`src/rtl/mul_bus_master.sv`:
```
// Bus initiator for the 4-operand arithmetic register slave: writes A..D and CTRL, polls STATUS, reads RESULT.
// Optional poll limit enabled by defining POLL_TIMEOUT_EN.
module mul_bus_master #(
  parameter int READ_LATENCY    = 1,
  parameter int STATUS_DONE_BIT = 0,
  parameter int POLL_GAP        = 2,
  parameter int MAX_POLLS       = 1000
) (
  input  logic        iClk,
  input  logic        iReset_n,
  input  logic        iStart,
  input  logic [31:0] iOpA,
  input  logic [31:0] iOpB,
  input  logic [31:0] iOpC,
  input  logic [31:0] iOpD,
  input  logic [3:0]  iCtrl,
  output logic        oBusy,
  output logic        oDone,
  output logic [31:0] oResult,
  output logic [1:0]  oStatus,
  output logic        oTimeout,
  output logic        oChipSelect_n,
  output logic        oWrite_n,
  output logic        oRead_n,
  output logic [3:0]  oAddress,
  output logic [31:0] oWrData,
  input  logic [31:0] iRdData
);

  localparam logic [3:0] ADDR_RESULT = 4'd5;
  localparam logic [3:0] ADDR_STATUS = 4'd6;

  // One counter serves both the read-latency wait and the inter-poll gap.
  localparam int CNT_MAX = (READ_LATENCY > POLL_GAP) ? READ_LATENCY : POLL_GAP;
  localparam int CNT_W   = (CNT_MAX > 1) ? $clog2(CNT_MAX) : 1;
  localparam logic [CNT_W-1:0] WAIT_LAST = CNT_W'(READ_LATENCY - 1);
  localparam logic [CNT_W-1:0] GAP_LAST  = CNT_W'((POLL_GAP > 0) ? POLL_GAP - 1 : 0);

  typedef enum logic [2:0] {
    S_IDLE, S_WRITE, S_POLL, S_PWAIT, S_GAP, S_RREQ, S_RWAIT, S_DONE
  } stateType;

  stateType         state, stateNext;
  logic [2:0]       idx, idxNext;
  logic [CNT_W-1:0] cnt, cntNext;
  logic [31:0]      opA, opB, opC, opD;
  logic [3:0]       ctrl;
  logic             accept, statusTake, resultTake, pollLimit, timeoutHit;
  logic             csNext, wrNext, rdNext;
  logic [3:0]       addrNext;
  logic [31:0]      dataNext;

  // NOTE: every signal written here gets a default first so no latch is inferred.
  always_comb begin
    stateNext  = state;
    idxNext    = idx;
    cntNext    = cnt;
    accept     = 1'b0;
    statusTake = 1'b0;
    resultTake = 1'b0;
    unique case (state)
      S_IDLE: begin
        if (iStart) begin
          accept    = 1'b1;
          idxNext   = 3'd0;
          stateNext = S_WRITE;
        end
      end
      S_WRITE: begin
        if (idx == 3'd4) stateNext = S_POLL;
        else             idxNext   = idx + 3'd1;
      end
      S_POLL: begin
        cntNext   = '0;
        stateNext = S_PWAIT;
      end
      S_PWAIT: begin
        if (cnt == WAIT_LAST) begin
          statusTake = 1'b1;
          cntNext    = '0;
          if (iRdData[STATUS_DONE_BIT]) stateNext = S_RREQ;
          else if (pollLimit)           stateNext = S_DONE;
          else if (POLL_GAP == 0)       stateNext = S_POLL;
          else                          stateNext = S_GAP;
        end else begin
          cntNext = cnt + CNT_W'(1);
        end
      end
      S_GAP: begin
        if (cnt == GAP_LAST) stateNext = S_POLL;
        else                 cntNext   = cnt + CNT_W'(1);
      end
      S_RREQ: begin
        cntNext   = '0;
        stateNext = S_RWAIT;
      end
      S_RWAIT: begin
        if (cnt == WAIT_LAST) begin
          resultTake = 1'b1;
          stateNext  = S_DONE;
        end else begin
          cntNext = cnt + CNT_W'(1);
        end
      end
      S_DONE:  stateNext = S_IDLE;
      default: stateNext = S_IDLE;
    endcase
  end

  assign timeoutHit = statusTake && !iRdData[STATUS_DONE_BIT] && pollLimit;

  // Bus outputs are registered from the next state, so a strobe is visible exactly while its state is current.
  always_comb begin
    csNext   = 1'b1;
    wrNext   = 1'b1;
    rdNext   = 1'b1;
    addrNext = oAddress;
    dataNext = oWrData;
    unique case (stateNext)
      S_WRITE: begin
        csNext   = 1'b0;
        wrNext   = 1'b0;
        addrNext = {1'b0, idxNext};
        unique case (idxNext)
          3'd0:    dataNext = accept ? iOpA : opA;
          3'd1:    dataNext = opB;
          3'd2:    dataNext = opC;
          3'd3:    dataNext = opD;
          default: dataNext = {28'b0, ctrl};
        endcase
      end
      S_POLL: begin
        csNext   = 1'b0;
        rdNext   = 1'b0;
        addrNext = ADDR_STATUS;
      end
      S_RREQ: begin
        csNext   = 1'b0;
        rdNext   = 1'b0;
        addrNext = ADDR_RESULT;
      end
      default: ;
    endcase
  end

  // NOTE: sequential state uses non-blocking assignments so all registers update from pre-edge values.
  always_ff @(posedge iClk or negedge iReset_n) begin
    if (!iReset_n) begin
      state         <= S_IDLE;
      idx           <= 3'd0;
      cnt           <= '0;
      opA           <= '0;
      opB           <= '0;
      opC           <= '0;
      opD           <= '0;
      ctrl          <= '0;
      oChipSelect_n <= 1'b1;
      oWrite_n      <= 1'b1;
      oRead_n       <= 1'b1;
      oAddress      <= '0;
      oWrData       <= '0;
      oBusy         <= 1'b0;
      oDone         <= 1'b0;
      oResult       <= '0;
      oStatus       <= '0;
    end else begin
      state         <= stateNext;
      idx           <= idxNext;
      cnt           <= cntNext;
      oChipSelect_n <= csNext;
      oWrite_n      <= wrNext;
      oRead_n       <= rdNext;
      oAddress      <= addrNext;
      oWrData       <= dataNext;
      oBusy         <= (stateNext != S_IDLE);
      oDone         <= (stateNext == S_DONE);
      if (accept) begin
        opA  <= iOpA;
        opB  <= iOpB;
        opC  <= iOpC;
        opD  <= iOpD;
        ctrl <= iCtrl;
      end
      if (statusTake) oStatus <= iRdData[1:0];
      if (resultTake)      oResult <= iRdData;
      else if (timeoutHit) oResult <= '0;
    end
  end

`ifdef POLL_TIMEOUT_EN
  localparam int PCNT_W = $clog2(MAX_POLLS + 1);
  logic [PCNT_W-1:0] pollCnt;

  always_ff @(posedge iClk or negedge iReset_n) begin
    if (!iReset_n) begin
      pollCnt  <= '0;
      oTimeout <= 1'b0;
    end else if (accept) begin
      pollCnt  <= '0;
      oTimeout <= 1'b0;
    end else begin
      if (statusTake) pollCnt  <= pollCnt + PCNT_W'(1);
      if (timeoutHit) oTimeout <= 1'b1;
    end
  end

  // The read being sampled now is the MAX_POLLS-th when the counter still shows MAX_POLLS-1.
  assign pollLimit = (pollCnt == PCNT_W'(MAX_POLLS - 1));
`else
  assign pollLimit = 1'b0;
  assign oTimeout  = 1'b0;
`endif

endmodule

```
`config.mk`:
```
export PLATFORM = sky130hd
export DESIGN_NAME = mul_bus_master
export DESIGN_NICKNAME = d
export VERILOG_FILES = /design/src/rtl/mul_bus_master.sv
export SDC_FILE = /design/constraint.sdc
export NUM_CORES = 1
export LEC_CHECK = 0
export ABC_AREA = 1
export BUFFER_PORTS_ARGS = -buffer_cell sky130_fd_sc_hd__buf_2
export CELL_PAD_IN_SITES_DETAIL_PLACEMENT = 0
export CELL_PAD_IN_SITES_GLOBAL_PLACEMENT = 1
export CORE_ASPECT_RATIO = 0.9
export CORE_MARGIN = 2
export CORE_UTILIZATION = 38
export CTS_CLUSTER_SIZE = 40
export DETAILED_ROUTE_END_ITERATION = 8
export PLACE_DENSITY_LB_ADDON = 0.1
export SETUP_SLACK_MARGIN = 0.2
export SLEW_MARGIN = 40
export SYNTH_ARGS = -nofsm -noshare
export SYNTH_HDL_FRONTEND = slang
export SYNTH_SLANG_ARGS = --single-unit
export TNS_END_PERCENT = 20
```
`constraint.sdc`:
```
create_clock -name iClk -period 2.43 [get_ports iClk]
set_input_delay 0.3645 -clock iClk [delete_from_list [all_inputs] [get_ports iClk]]
set_output_delay 0.3645 -clock iClk [all_outputs]
set_load 0.1 [all_outputs]
```
==> results.md <==
* Area growth syn-to-layout at 26.6%
* RSZ-0062 raised after global routing: false
* Max Fclk at between 500 and 600 MHz
* Largest family of logic cells by synthesized area: simple AND/OR/NAND/NOR gates
* Cell accounting for the most synthesized area: dfrtp_1
* Flop2flop setup slack at 440 ps
* Post-route cell area at 11700 sq um
* Clock Tree Root: clkbuf_16
* Drt wl/cell at 15.9 microns
* Pre-Repair DR Iteration Count at 4
* CP max stage cell: dfrtp_1
* Cell with the most instances after synthesis: nand2_1
* Fin. Hold Viols at 0
* Final Util at 48.6%
* N_diodes at 0
* Top post-synthesis cells by count: 631 x nand2_1, 210 x dfrtp_1, 77 x nand3_1
* FF-to-FF Start: state[0]
* Vias/cell at 4.80
* Largest net degree at the start of global routing at 79
* Fillcell total at 2467
* FF-to-FF path depth at 11
* DIE AREA at 25600 sq um
* Vias in the first global route at 8069
* Worst-path fanout max at 24
* Yosys top cell area share at a little under three fifths
* Final nets at approximately 1500
* WP data arrival at ~2400 ps
* Async set or reset register ratio after synthesis at 100%
* Top cells by area, synth: dfrtp_1 57%, nand2_1 26%, nand4_1 4.4%
* Max-slew violations at 0
* Compound-Gate Fraction of Synth Area at under 10%
* Critical path startpoint category: flop
* Worst path max stage delay at 570 ps
* Routed Antenna Nets at 0
* Initial Utilization at 38.4%
* CP endpoint kind: flop
* Mapped cell area at 9240 sq um
* Synth warnings at 0
* Iter 0 DRT Violations at 470
* Row count at 54
* Max_slew headroom at 57.2%
* RePlAce Congestion at 0.757
* Hold WC Path Type: in2reg
* Crit share post-route at 82.0%
* Initial antenna violation count at 0
* Die height at 152 microns
* Final WL at 26900 microns
* Mapped Cells at 1130
* CP bufs+invs at 2
* Hold path startpoint: iOpC[17]
* Adder-Cell Fraction of Synth Area at 0.271%
* Seq/Total Area, Yosys at 57.7%
* EDFF count, synth at 0
* Post-DP HPWL at roughly 18000 microns
* Post-synthesis register bit count at 213
* Area of the core at 24100 sq um
* GRT Total Usage at 21.0%
* Hold EP: opC[17]
* Synth Area in XOR/XNOR at 0%
* # H-tree levels at 1
* Fraction of layout cells with a size suffix above 1 at 23.9%
* Post-synthesis average cell area at about 8.2 sq um
* Clk Latency, worst-skew pair at 510 ps
* Number of distinct library cells after synthesis at 30
* PortBufs at 240
* Crit path time final at 1990 ps
* Hold Crit Depth at 3
* Multiplexer area fraction after synthesis at 0%
* DIE WIDTH at 168 microns
* WP data required at around 2900 ps
* Post-route setup TNS at 0 ps
* Total gr overflow at 0
* FF-to-FF End: oWrData[31]
* Kind of critical path: reg2reg
* CP cell instances: inv_2 -> nand2_1 -> nand2_1 -> nand2_1 -> nand2_2 -> a21oi_4 -> buf_4 -> nand3_1 -> nand4_1 -> nand2_1 -> nand2_1
* Clock transition at path regs at 60 ps
* DRC violation count after routing at 0
* Placed cell areas at 10900 sq um
* Vias at 8107
* Post-CTS sizing at 0
* # IOs at 243
* Setup violators final at 0
* Clock Skew at ~7 ps
* Worst slew pin tran at about 640 ps
* Outcome: finished, final reports clean
* Clock Path Buffers at 3
* Max Cap Viol at 0
* CTS tree: yes
* CTS buffer count at 24
* First-pass GRT wire length at 43200 microns
* Most frequent CP cell: nand2_1
* CP top delay family: simple AND/OR/NAND/NOR gates
* Simple-Gate Fraction of Synth Area at 35.3%
* Ys flop type: dfrtp_1
* CTS sink cnt at 213
kinds of logic after synthesis:
family,Yosys count
compound gates,28
fa+ha+maj,2
flops,213
simple gates,789
other cells,1
buf+inv,97
through the flow:
stage	worst slack [ps]	std cells	hold slack [ps]
6_report	438	1689	41.2
2_1_floorplan	729	1131	68.9
3_5_place_dp	472	1644	403
4_1_cts	434	1689	25.0
5_1_grt	241	1689	31.5
3_3_place_gp	473	1644	400
worst register-to-register path, stage by stage (launching register included):
cell and delay, ps:
dfrtp_1 570, inv_2 160, nand2_1 90, nand2_1 50
nand2_1 70, nand2_2 110, a21oi_4 180, buf_4 320
nand3_1 160, nand4_1 120, nand2_1 60, nand2_1 60
registers in the layout (all words and copies together) (netlist names), 2 cells and up:
signal	flops
oStatus	2
oResult	32
ctrl	4
opC	32
opA	32
state	3
idx	3
opB	32
oAddress	3
oWrData	32
opD	32
worst max path at each step:
stage	from	slack [ps]	cells past startpoint	to
6_report	state[0]	440	11	oWrData[31]
5_1_grt	state[0]	240	11	oWrData[1]
4_1_cts	state[0]	430	11	oWrData[31]
3_5_place_dp	idx[0]	470	12	oWrData[2]
3_3_place_gp	state[0]	470	8	oResult[0]
2_1_floorplan	idx[0]	730	12	oWrData[10]
cell usage in the layout, fill, tap and decap left out, drive strengths merged, types with 8 or more instances in the layout:
master,instances
nand2,636
inv,27
nor2,8
o21ai,18
clkbuf,39
nand3,78
buf,274
dfrtp,210
nand4,65
routing by layer:
layer | part of all wire [%] | track usage, % | vias up
li1 | - | - | 4058
met1 | 47 | 30.1 | 3793
met2 | 46 | 33.9 | 219
met3 | 5.8 | 3.26 | 37
met4 | 1.9 | 4.47 | 0
met5 | 0 | 0 | -
area by class of cell:
class                           instances  area [sq um]  share of cell area (%)
Clock buffer                           39           748                    6.40
Tap cell                              308           385                    3.29
Multi-Input combinational cell        821          3480                    29.8
Clock inverter                          5          52.6                   0.449
Inverter                               28           108                   0.920
Sequential cell                       213          5330                    45.6
Timing Repair Buffer                  275          1590                    13.6
what timing repair did:
action	in CTS	in global routing
hold buffers	1	0
endpoints found under the hold margin	69	0
buffers inserted	0	0
Power is left out: the tool's default activity adds up to more than one toggle a clock period on the data nets, which glitch-free logic cannot reach.
